### src/rtl/serial_frame_rx.sv
// serial_frame_rx
// Watches the 4-bit parallel window of an upstream serial-in shift register
// (one new bit per clock), hunts for a sync nibble at any bit alignment, then
// assembles the following NIBBLES nibbles into a word. The word is offered on
// a valid/ready port. A completed frame that cannot be handed over because the
// previous one is still pending is dropped and flagged in a sticky overrun bit.

module serial_frame_rx #(
  parameter logic [3:0] SYNC    = 4'hA,  // wire order, first-received bit is MSB
  parameter int         NIBBLES = 2,     // payload nibbles per frame, 1..8
  localparam int        W       = 4 * NIBBLES
) (
  input  logic         clock,
  input  logic         reset,
  input  logic         q3,          // newest bit
  input  logic         q2,
  input  logic         q1,
  input  logic         q0,          // oldest bit
  output logic [W-1:0] data_out,
  output logic         data_valid,
  input  logic         data_ready,
  output logic         busy,
  output logic         overrun
);

  typedef enum logic {
    HUNT    = 1'b0,
    COLLECT = 1'b1
  } state_t;

  // Index of the final payload nibble; the capture of this nibble completes a frame.
  localparam logic [2:0] LAST_NIB = 3'(NIBBLES - 1);

  // Blank count loaded on reset: the reset-time window holds no fresh bits,
  // so four new bits must arrive before the first compare.
  localparam logic [2:0] BLANK_RESET = 3'd4;

  // Blank count loaded on completion: the bit entering at the completion edge
  // is already fresh, so only three more are needed for a clean window.
  localparam logic [2:0] BLANK_DONE = 3'd3;

  state_t         state_q,      state_d;
  logic [1:0]     phase_q,      phase_d;
  logic [2:0]     nib_cnt_q,    nib_cnt_d;
  logic [2:0]     blank_q,      blank_d;
  logic [W-1:0]   asm_q,        asm_d;
  logic [W-1:0]   data_out_q,   data_out_d;
  logic           data_valid_q, data_valid_d;
  logic           busy_q,       busy_d;
  logic           overrun_q,    overrun_d;

  logic [3:0]     sample;
  logic           detect;
  logic           capture;
  logic           complete;
  logic [W-1:0]   asm_shift;

  // Oldest bit lands in the MSB so the sample reads in wire order.
  assign sample = {q0, q1, q2, q3};

  // Only a window made entirely of uncompared bits may match the sync nibble.
  assign detect = (state_q == HUNT) && (blank_q == 3'd0) && (sample == SYNC);

  // Every fourth edge after detect a fully fresh nibble sits in the window.
  assign capture  = (state_q == COLLECT) && (phase_q == 2'd3);
  assign complete = capture && (nib_cnt_q == LAST_NIB);

  // Assembly register with the current sample appended; nibble0 ends up in the MS bits.
  assign asm_shift = (asm_q << 4) | W'(sample);

  // State and datapath registers; reset acts immediately and drops any partial frame.
  always_ff @(posedge clock or posedge reset) begin
    if (reset) begin
      state_q      <= HUNT;
      phase_q      <= 2'd0;
      nib_cnt_q    <= 3'd0;
      blank_q      <= BLANK_RESET;
      asm_q        <= '0;
      data_out_q   <= '0;
      data_valid_q <= 1'b0;
      busy_q       <= 1'b0;
      overrun_q    <= 1'b0;
    end else begin
      state_q      <= state_d;
      phase_q      <= phase_d;
      nib_cnt_q    <= nib_cnt_d;
      blank_q      <= blank_d;
      asm_q        <= asm_d;
      data_out_q   <= data_out_d;
      data_valid_q <= data_valid_d;
      busy_q       <= busy_d;
      overrun_q    <= overrun_d;
    end
  end

  // Next-state logic: sync hunt with blanking, then nibble collection.
  always_comb begin
    state_d   = state_q;
    phase_d   = phase_q;
    nib_cnt_d = nib_cnt_q;
    blank_d   = blank_q;
    asm_d     = asm_q;

    case (state_q)
      HUNT: begin
        if (blank_q != 3'd0) begin
          blank_d = blank_q - 3'd1;
        end else if (detect) begin
          state_d   = COLLECT;
          phase_d   = 2'd0;
          nib_cnt_d = 3'd0;
          asm_d     = '0;
        end
      end

      COLLECT: begin
        // Payload nibbles equal to SYNC are ordinary data; no compare happens here.
        phase_d = phase_q + 2'd1;
        if (capture) begin
          asm_d     = asm_shift;
          nib_cnt_d = nib_cnt_q + 3'd1;
        end
        if (complete) begin
          state_d   = HUNT;
          nib_cnt_d = 3'd0;
          blank_d   = BLANK_DONE;
        end
      end

      default: begin
        state_d = HUNT;
      end
    endcase
  end

  // Output logic: frame hand-off, consumer handshake, overrun flag and busy.
  always_comb begin
    data_out_d   = data_out_q;
    data_valid_d = data_valid_q;
    overrun_d    = overrun_q;
    busy_d       = (state_d == COLLECT);

    if (complete) begin
      // A pending word being taken on this same edge frees the slot for the new one.
      if (!data_valid_q || data_ready) begin
        data_out_d   = asm_shift;
        data_valid_d = 1'b1;
      end else begin
        overrun_d = 1'b1;
      end
    end else if (data_valid_q && data_ready) begin
      data_valid_d = 1'b0;
    end
  end

  assign data_out   = data_out_q;
  assign data_valid = data_valid_q;
  assign busy       = busy_q;
  assign overrun    = overrun_q;

endmodule

### config.mk
export PLATFORM = sky130hd
export DESIGN_NAME = serial_frame_rx
export DESIGN_NICKNAME = d
export VERILOG_FILES = /design/src/rtl/serial_frame_rx.sv
export SDC_FILE = /design/constraint.sdc
export NUM_CORES = 1
export LEC_CHECK = 0
export CORE_ASPECT_RATIO = 0.9
export CORE_MARGIN = 4
export CORE_UTILIZATION = 60
export DETAILED_ROUTE_END_ITERATION = 6
export DONT_BUFFER_PORTS = 1
export GPL_ROUTABILITY_DRIVEN = 0
export GPL_TIMING_DRIVEN = 0
export PLACE_DENSITY_LB_ADDON = 0.05
export SLEW_MARGIN = 20
export SYNTH_ARGS = -nofsm -noshare
export SYNTH_HDL_FRONTEND = slang
export SYNTH_SLANG_ARGS = --single-unit
### constraint.sdc
create_clock -name clock -period 3.6 [get_ports clock]
set_input_delay 0.36 -clock clock [delete_from_list [all_inputs] [get_ports clock]]
set_output_delay 0.36 -clock clock [all_outputs]
set_load 0.02 [all_outputs]
==> metrics.md, run 1 <==
| Metric | Value |
|---|---|
| Status | finished clean |
| Final Slew Violations | 0 |
| Sequential area share after synthesis | 0.5299 |
| Worst slew pin tran | 0.8347 ns |
| Largest net degree at the start of global routing | 24 |
| Yosys reg bits | 23 |
| Clock Latency Late Sink | 0.31 ns |
| R2R Setup Slk | 1.90 ns |
| Via density per instance | 5.585 |
| Vias in the first global route | 666 |
| Core area | 1699 sq um |
| # diodes | 0 |
| MaxCap Viol Count | 0 |
| Final Net Count | 107 |
| CP Class | reg -> reg |
| PortBufs | 0 |
| Cts repair resizes | 0 |
| Yosys cell types | 26 |
| CTS tree | done |
| Area of the mapped netlist | 1089 sq um |
| Die extent in y | 48.41 um |
| Total clock sinks | 23 |
| Die X | 52.90 um |
| Most area-consuming cells after synthesis | dfrtp_1 51%, mux2_4 11%, ha_1 5.7%, o21ai_1 3.7%, nand2_1 3.4% |
| Gr ovfl total | 0 |
| H-tree depth | 1 |
| Mapped Cells | 90 |
| Drt drc | 0 |
| Layout cells sized above 1 | 0.1915 |
| Post-synth ARST share | 1.000 |
| Place WS | 1.886 ns |
| Post-DP HPWL | 1300 um |
| Tcrit/Tclk final | 0.4728 |
| Post-CTS repair timing setup buffer count | 0 |
| Vias | 659 |
| Average footprint of a synthesized cell | 12.09 sq um |
| Most frequent cell after synthesis | dfrtp_1 |
| Die area | 2560 sq um |
| Area growth syn-to-layout | 5.173% |
| Worst setup SP type | flop |
| PwrDens | 806.8 nW/um^2 |
| RR Startpoint | blank_q[0]$_DFFE_PP0P_ |
| Row cnt | 14 |
| Crit Path Max Fanout | 10 |
| Root Driver | clkbuf_4 |
| Total Wirelength | 1767 um |
| Setup_tns | 0 ns |
| FILL cells | 137 |
| Setup WS post-layout | 1.898 ns |
| Share of the synthesized area in the top cell type | 0.5057 |
| CTS Buffer Depth | 2 |
| Initial antenna violation count | 0 |
| Cts-stage hold buffer count | 0 |
| Reg-to-Reg End | phase_q[1]$_DFFE_PP0P_ |
| Max-Slew Margin vs Limit | 0.4429 |
| # IOs | 18 |
| TritonRoute pass-1 iters | 4 |
| Fmax | 587.6 MHz |
| Biggest area consumer among synthesized cells | dfrtp_1 |
| CP Capture Type | flop |
| VDD IR max | 0.0005393 V |
| Leak | 0.5428 nW |
| Total CTS buffers | 3 |
| Final Hold Viols | 0 |
| R2r worst-path depth | 6 |
| CP Data Arrival Time | 1.89 ns |
| RSZ-0062 raised after global routing | no |
| Post-route ant nets | 0 |
| Worst hold path type | in -> async |
| First-pass GRT wire length | 3049 um |
| Total of warnings raised by yosys | 0 |
| DRT iter0 DRCs | 11 |
| Syn nets | 102 |
| Setup violators final | 0 |
| Main synth FF type | dfrtp_1 |
| DR WL/cell | 14.97 um |
| Crit path time final | 1.702 ns |
| Clock skew after layout | 0.006660 ns |
| Worst-path clk slew | 0.12 ns |
| Synth top cells by count | 22 x dfrtp_1, 10 x nand2_1, 8 x mux2_4, 8 x o21ai_1 |
| GRT Overall Usage | 0.1618 |
| EDFF count, synth | 0 |
| Worst EP required | 3.79 ns |
| Initial Util | 0.6406 |
critical path, stage by stage (launching register included):
cell and delay [ns]:
dfrtp_1 0.41, inv_1 0.07, ha_1 0.15, ha_1 0.20, nand4bb_1 0.16, nor3b_4 0.44, o21ai_1 0.15
flip-flops by register name, indices dropped and copies added, names as in the netlist:
signal	flops
data_out	8
asm_q	4
blank_q	3
nib_cnt_q	3
phase_q	2
busy	1
data_valid	1
overrun	1
cell type report:
class,instances,area (sq um),area share
Inverter,5,18.77,0.01639
Sequential cell,23,576.8,0.5038
Clock buffer,4,26.28,0.02295
Tap cell,24,30.03,0.02623
Multi-Input combinational cell,58,455.4,0.3978
Buffer,4,37.54,0.03279
layer usage:
layer	track usage	routed length [um]
met1	0.2020	784
met2	0.2479	862
met3	0.07362	106
met4	0.05106	13
met5	0	0
metrics by stage:
stage / instances / power, mW / cell area [sq um] / utilization / hold slack [ns]
after floorplan: 90 / 0.7485 / 1089 / - / 0.3612
after global placement: 114 / 0.7946 / 1119 / 0.6583 / 0.4575
after detailed placement: 114 / 0.8173 / 1119 / 0.6583 / 0.4628
after CTS: 118 / 0.9368 / 1145 / 0.6738 / 0.1089
after global routing: 118 / 1.001 / 1145 / 0.6738 / 0.1529
final: 118 / 0.9237 / 1145 / 0.6738 / 0.09296
worst max-delay path by stage:
stage	from	endpoint	slack (ns)	depth (start not counted)
6_report	blank_q[0]$_DFFE_PP0P_	phase_q[1]$_DFFE_PP0P_	1.90	6
3_5_place_dp	blank_q[0]$_DFFE_PP0P_	nib_cnt_q[1]$_DFFE_PP0P_	1.89	6
2_1_floorplan	phase_q[0]$_DFFE_PP0P_	data_out[0]$_DFFE_PP0P_	2.03	6
4_1_cts	blank_q[0]$_DFFE_PP0P_	nib_cnt_q[1]$_DFFE_PP0P_	1.87	6
5_1_grt	blank_q[0]$_DFFE_PP0P_	asm_q[1]$_DFFE_PP0P_	1.74	6
3_3_place_gp	blank_q[0]$_DFFE_PP0P_	nib_cnt_q[1]$_DFFE_PP0P_	1.92	6
layout by cell type (no fill, tap or decap), types with 3 or more instances in the layout:
cell	instances
nand3_1	4
nand2b_1	4
buf_6	3
clkbuf_4	3
mux2_4	8
inv_1	5
nand2_1	10
o21ai_1	8
ha_1	5
dfrtp_1	22
cells by family (layout without fill, tap and decap cells):
| logic type | after synthesis | after routing | synth area share |
|---|---|---|---|
| DFF | 23 | 23 | 0.5299 |
| buffers and inverters | 9 | 13 | 0.05172 |
| adders and majority gates | 5 | 5 | 0.05747 |
| muxes | 8 | 8 | 0.1103 |
| and+or+nand+nor | 29 | 29 | 0.1655 |
| AOI/OAI and AO/OA | 16 | 16 | 0.08507 |
report_power, final:
part / switching (mW) / total [mW] / leakage [nW] / internal, mW
Sequential: 0.129 / 0.500 / 0.290 / 0.372
Clock: 0.0720 / 0.115 / 0.0150 / 0.0433
Combinational: 0.144 / 0.308 / 0.238 / 0.164
Note: power is estimated with default switching activity, not from simulation.
==> run 2, diff against run 1 <==
clock period = 1.6 ns   (was 3.6 ns; I/O delays follow)
==> run 2 against run 1 <==
Against the previous run:
- clock power is 130% higher
- first-iteration DRC count is 27% higher
- via count is 10% higher
- global-route usage is 1.5 points higher
- clock skew is 0.0029 ns lower
==> metrics.md, run 2 (same netlist as run 1, synthesis figures left out) <==
| Metric | Value |
|---|---|
| Vias in the first global route | 704 |
| Worst-path cell chain | inv_1, ha_4, and4b_4, and2_4, mux2_4 |
| Final Hold Viols | 0 |
| Total Wirelength | 2101 um |
| # IOs | 18 |
| Worst setup SP type | flop |
| Final Core Density | 0.7695 |
| Gr ovfl total | 0 |
| Die area | 2560 sq um |
| Root Driver | clkbuf_4 |
| DRT iter0 DRCs | 14 |
| TritonRoute pass-1 iters | 4 |
| CP Class | reg -> reg |
| Core area | 1699 sq um |
| Setup_tns | 0 ns |
| Crit path largest cell delay | 0.42 ns |
| First-pass GRT wire length | 3291 um |
| GRT Overall Usage | 0.1764 |
| PortBufs | 0 |
| Most frequent cells in the layout | 21 x dfrtp_1, 10 x nand2_1, 8 x o21ai_1, 8 x mux2_4, 8 x buf_4 |
| PwrDens | 1765 nW/um^2 |
| Worst-path clk slew | 0.12 ns |
| Via density per instance | 5.492 |
| MaxCap Viol Count | 0 |
| Crit path time final | 1.544 ns |
| Die extent in y | 48.41 um |
| Worst hold path type | in -> reg |
| H-tree depth | 1 |
| Final Net Count | 121 |
| Max-Slew Margin vs Limit | 0.4307 |
| Worst slew pin tran | 0.8530 ns |
| Fmax | 647.8 MHz |
| Drt drc | 0 |
| Post-route ant nets | 0 |
| Area growth syn-to-layout | 20.11% |
| Overall Power | 2.308 mW |
| Worst path slowest cell | dfrtp_1 |
| Worst EP required | 1.81 ns |
| VDD IR max | 0.001293 V |
| Final Slew Violations | 0 |
| Clock skew after layout | 0.003727 ns |
| Largest net degree at the start of global routing | 24 |
| Status | finished clean |
| CP Capture Type | flop |
| Leak | 0.6065 nW |
| Initial Util | 0.6406 |
| DR WL/cell | 15.92 um |
| Initial antenna violation count | 0 |
| CTS Buffer Depth | 2 |
| Row cnt | 14 |
| Total CTS buffers | 3 |
| Layout cells sized above 1 | 0.3056 |
| Setup violators final | 0 |
| Largest register FFs | 8 |
| Clock Latency Late Sink | 0.31 ns |
| Tcrit/Tclk final | 0.9648 |
| Vias | 725 |
| # diodes | 0 |
| CP Data Arrival Time | 1.75 ns |
| Die X | 52.90 um |
| CTS tree | done |
| Post-DP HPWL | 1300 um |
| Total clock sinks | 23 |
| Crit Path Max Fanout | 8 |
| Most common cell after layout, fill and taps aside | dfrtp_1 |
[run 2: cell count changes in the layout (fill, tap and decap cells not counted)]
cell | previous run | this run
ha_2 | 0 | 1
ha_4 | 0 | 3
buf_6 | 3 | 4
buf_4 | 0 | 8
ha_1 | 5 | 1
dfrtp_2 | 0 | 1
inv_2 | 0 | 1
dlygate4sd3_1 | 0 | 5
dfrtp_1 | 22 | 21
inv_1 | 5 | 4
[run 2: path summary, 6_finish.rpt]
check / start / end / slack [ns] / cells past startpoint
worst min-delay path: data_ready / data_valid$_DFFE_PP0P_ / 0.07 / 2
max in group asynchronous: reset / busy$_DFF_PP0_ / 0.56 / 2
worst max-delay path: nib_cnt_q[1]$_DFFE_PP0P_ / data_out[5]$_DFFE_PP0P_ / 0.06 / 5
min in group asynchronous: reset / data_out[2]$_DFFE_PP0P_ / 0.46 / 2
worst max register to register: nib_cnt_q[1]$_DFFE_PP0P_ / data_out[5]$_DFFE_PP0P_ / 0.06 / 5
worst min register to register: blank_q[2]$_DFFE_PP1P_ / blank_q[2]$_DFFE_PP1P_ / 0.51 / 2
[run 2: per-stage QoR]
stage                     worst slack, ns  instances  area (sq um)  hold slack [ns]
after global routing             -0.01264        132          1308          0.07624
after detailed placement          -0.1145        114          1119           0.2628
final                             0.05628        132          1308          0.06988
after CTS                         0.02874        126          1216          0.05270
after global placement           -0.07580        114          1119           0.2575
after floorplan                   0.03309         90          1089           0.1612
[run 2: where the power goes]
part	internal (mW)	total, mW	switching [mW]	leakage, nW
registers	0.839	1.14	0.301	0.289
logic	0.513	0.905	0.392	0.302
clock network	0.0975	0.263	0.165	0.0150
[run 2: timing repair]
action / in CTS / in global routing
hold buffers: 5 / 0
gates resized for setup: 1 / 10
endpoints found under the setup margin: 18 / 18
pin swaps: 1 / 5
buffers inserted: 4 / 6
hold endpoints to repair: 30 / 0
[run 2: worst max-delay path: cells and delay by family, from the launching register on]
family                   cells  cell delay (ns)
adder cells (fa/ha/maj)      1             0.14
buffers and inverters        1             0.10
flip-flops                   1             0.42
multiplexers                 1             0.31
AND/OR/NAND/NOR              2             0.46
[run 2: final cells by class]
type / count / area [sq um]
tap: 24 / 30.03
fill: 113 / 391.6
clock buffer: 4 / 26.28
timing repair buffer: 15 / 132.6
multi-input combinational: 58 / 495.5
inverter: 5 / 18.77
sequential: 23 / 578.1
buffer: 3 / 26.28
[run 2: layer usage]
metal	up-vias	wire length, um	global-route usage
li1	349	-	-
met1	348	924	0.2303
met2	26	1036	0.2686
met3	2	123	0.07055
met4	0	17	0.05106
met5	-	0	0
==> run 3, diff against run 2 <==
CORE_MARGIN = 10   (was 4)
PLACE_DENSITY = 0.76   (was unset)
PLACE_DENSITY_LB_ADDON = unset   (was 0.05)
==> run 3 against run 2 <==
Against the previous run:
- the flow now finishes with violations (setup timing)
- via count up 7.9%
- sequential power up 4%
- total power up 6.0%
- sequential share of layout area down 1.3 points
- clock power up 5%
- global-route usage down 5.8 points
- final area up 2.8%
- count of clock-buffer cells in the layout down 1
- worst setup slack worse by 0.17 ns
- register-to-register slack worse by 0.17 ns
- clock skew up 0.015 ns
- critical path depth unchanged
- critical endpoint is now data_out[1]$_DFFE_PP0P_
- largest cell class unchanged
==> metrics.md, run 3 (same netlist as run 1, synthesis figures left out) <==
| Metric | Value |
|---|---|
| Status | finished, violations left |
| Tcrit/Tclk final | 1.068 |
| Setup WS post-layout | -0.1093 ns |
| Core area | 1699 sq um |
| Drt drc | 0 |
| Placed cell count | 114 |
| Crit Path Max Fanout | 8 |
| Worst slew pin tran | 0.8682 ns |
| Worst hold path type | in -> reg |
| Final Hold Viols | 0 |
| Hold path start | data_ready |
| Final Slew Violations | 0 |
| VDD IR max | 0.001210 V |
| CP Data Arrival Time | 1.91 ns |
| PortBufs | 0 |
| Final Hold Slack | 0.07012 ns |
| Worst-path clk slew | 0.14 ns |
| TritonRoute pass-1 iters | 4 |
| Crit path largest cell delay | 0.45 ns |
| Post-DP HPWL | 1378 um |
| Leak | 0.6192 nW |
| Worst EP required | 1.80 ns |
| Layout cells sized above 1 | 0.3364 |
| Total CTS buffers | 3 |
| Worst-path cell chain | ha_2, buf_6, and4b_4, and2_4, mux2_4 |
| RSZ-0062 raised after global routing | yes |
| Clock skew after layout | 0.01885 ns |
| DR WL/cell | 21.37 um |
| FILL cells | 104 |
| Fmax | 585.0 MHz |
| Root Driver | clkbuf_4 |
| Most common cell after layout, fill and taps aside | dfrtp_1 |
| Most frequent cells in the layout | 22 x dfrtp_1, 10 x nand2_1, 8 x mux2_4 |
| CP Capture Type | flop |
| Max-Slew Margin vs Limit | 0.4206 |
| Setup violators final | 12 |
| Row cnt | 14 |
| # diodes | 0 |
| Die area | 3920 sq um |
| CTS Buffer Depth | 2 |
| Finished Layout Cells | 131 |
| CTS tree | done |
| FF/Latch Area | 576.8 sq um |
| H-tree depth | 1 |
| Area growth syn-to-layout | 23.45% |
| Crit path time final | 1.709 ns |
| Total Wirelength | 2800 um |
| GRT Overall Usage | 0.1182 |
| DRT iter0 DRCs | 44 |
| Total clock sinks | 23 |
| Initial Util | 0.6406 |
| Post-route ant nets | 0 |
| Setup_tns | -0.7775 ns |
| Largest register FFs | 8 |
| Worst path slowest cell | dfrtp_1 |
| CP Class | reg -> reg |
| Overall Power | 2.446 mW |
| First-pass GRT wire length | 3657 um |
| Failing checks | setup timing |
| Gr ovfl total | 0 |
| Die X | 64.90 um |
| Final Net Count | 120 |
| Clock Latency Late Sink | 0.32 ns |
| PwrDens | 1820 nW/um^2 |
| Vias | 782 |
| Worst setup SP type | flop |
| Die extent in y | 60.41 um |
| Crit path launch | phase_q[0]$_DFFE_PP0P_ |
| RR Startpoint | phase_q[0]$_DFFE_PP0P_ |
| Via density per instance | 5.969 |
| # IOs | 18 |
| Initial antenna violation count | 0 |
| Largest net degree at the start of global routing | 24 |
| Multi-input gate area | 515.5 sq um |
| Vias in the first global route | 728 |
| MaxCap Viol Count | 0 |
| Place WS | -0.1420 ns |
[run 3: worst paths after layout]
kind | endpoint | slack (ns) | depth (start not counted)
setup / recovery | data_out[1]$_DFFE_PP0P_ | -0.11 | 5
hold / removal | data_valid$_DFFE_PP0P_ | 0.07 | 2
setup reg to reg | data_out[1]$_DFFE_PP0P_ | -0.11 | 5
hold reg to reg | blank_q[0]$_DFFE_PP0P_ | 0.50 | 1
max in group asynchronous | data_out[1]$_DFFE_PP0P_ | 0.61 | 2
min in group asynchronous | nib_cnt_q[1]$_DFFE_PP0P_ | 0.44 | 2
[run 3: cell type report]
class | count | area share
buffer | 3 | 0.02048
clock buffer | 3 | 0.01676
clock inverter | 1 | 0.003724
inverter | 5 | 0.01397
multi-input combinational | 58 | 0.3836
sequential | 23 | 0.4292
tap | 24 | 0.02235
timing repair buffer | 14 | 0.1099
[run 3: metal layers]
| layer | global-route usage | up-vias | wire length [um] |
|---|---|---|---|
| li1 | - | 346 | - |
| met1 | 0.1471 | 385 | 1027 |
| met2 | 0.1896 | 38 | 1418 |
| met3 | 0.03683 | 13 | 243 |
| met4 | 0.04573 | 0 | 111 |
| met5 | 0 | - | 0 |
[run 3: timing repair]
| action | in CTS | in global routing |
|---|---|---|
| resized for setup | 1 | 12 |
| pin swaps | 1 | 6 |
| buffers inserted | 2 | 6 |
| endpoints found under the setup margin | 18 | 19 |
| hold endpoints to repair | 30 | 0 |
| gates cloned | 0 | 1 |
| hold buffers | 5 | 0 |
[run 3: through the flow]
stage | utilization | instance area, sq um
after global placement | 0.6583 | 1119
after CTS | 0.7150 | 1215
after floorplan | - | 1089
final | 0.7909 | 1344
after detailed placement | 0.6583 | 1119
after global routing | 0.7909 | 1344
[run 3: report_power, final]
| group | internal, mW | switching (mW) | total, mW |
|---|---|---|---|
| clock | 0.0935 | 0.184 | 0.277 |
| combinational | 0.534 | 0.458 | 0.993 |
| sequential | 0.835 | 0.341 | 1.18 |
| total | 1.46 | 0.983 | 2.45 |
[run 3: worst max-delay path, delay by kind of cell (launching register included)]
| family | cells | cell delay (ns) |
|---|---|---|
| flops | 1 | 0.45 |
| mux | 1 | 0.32 |
| buf+inv | 1 | 0.12 |
| fa+ha+maj | 1 | 0.23 |
| simple gates | 2 | 0.47 |
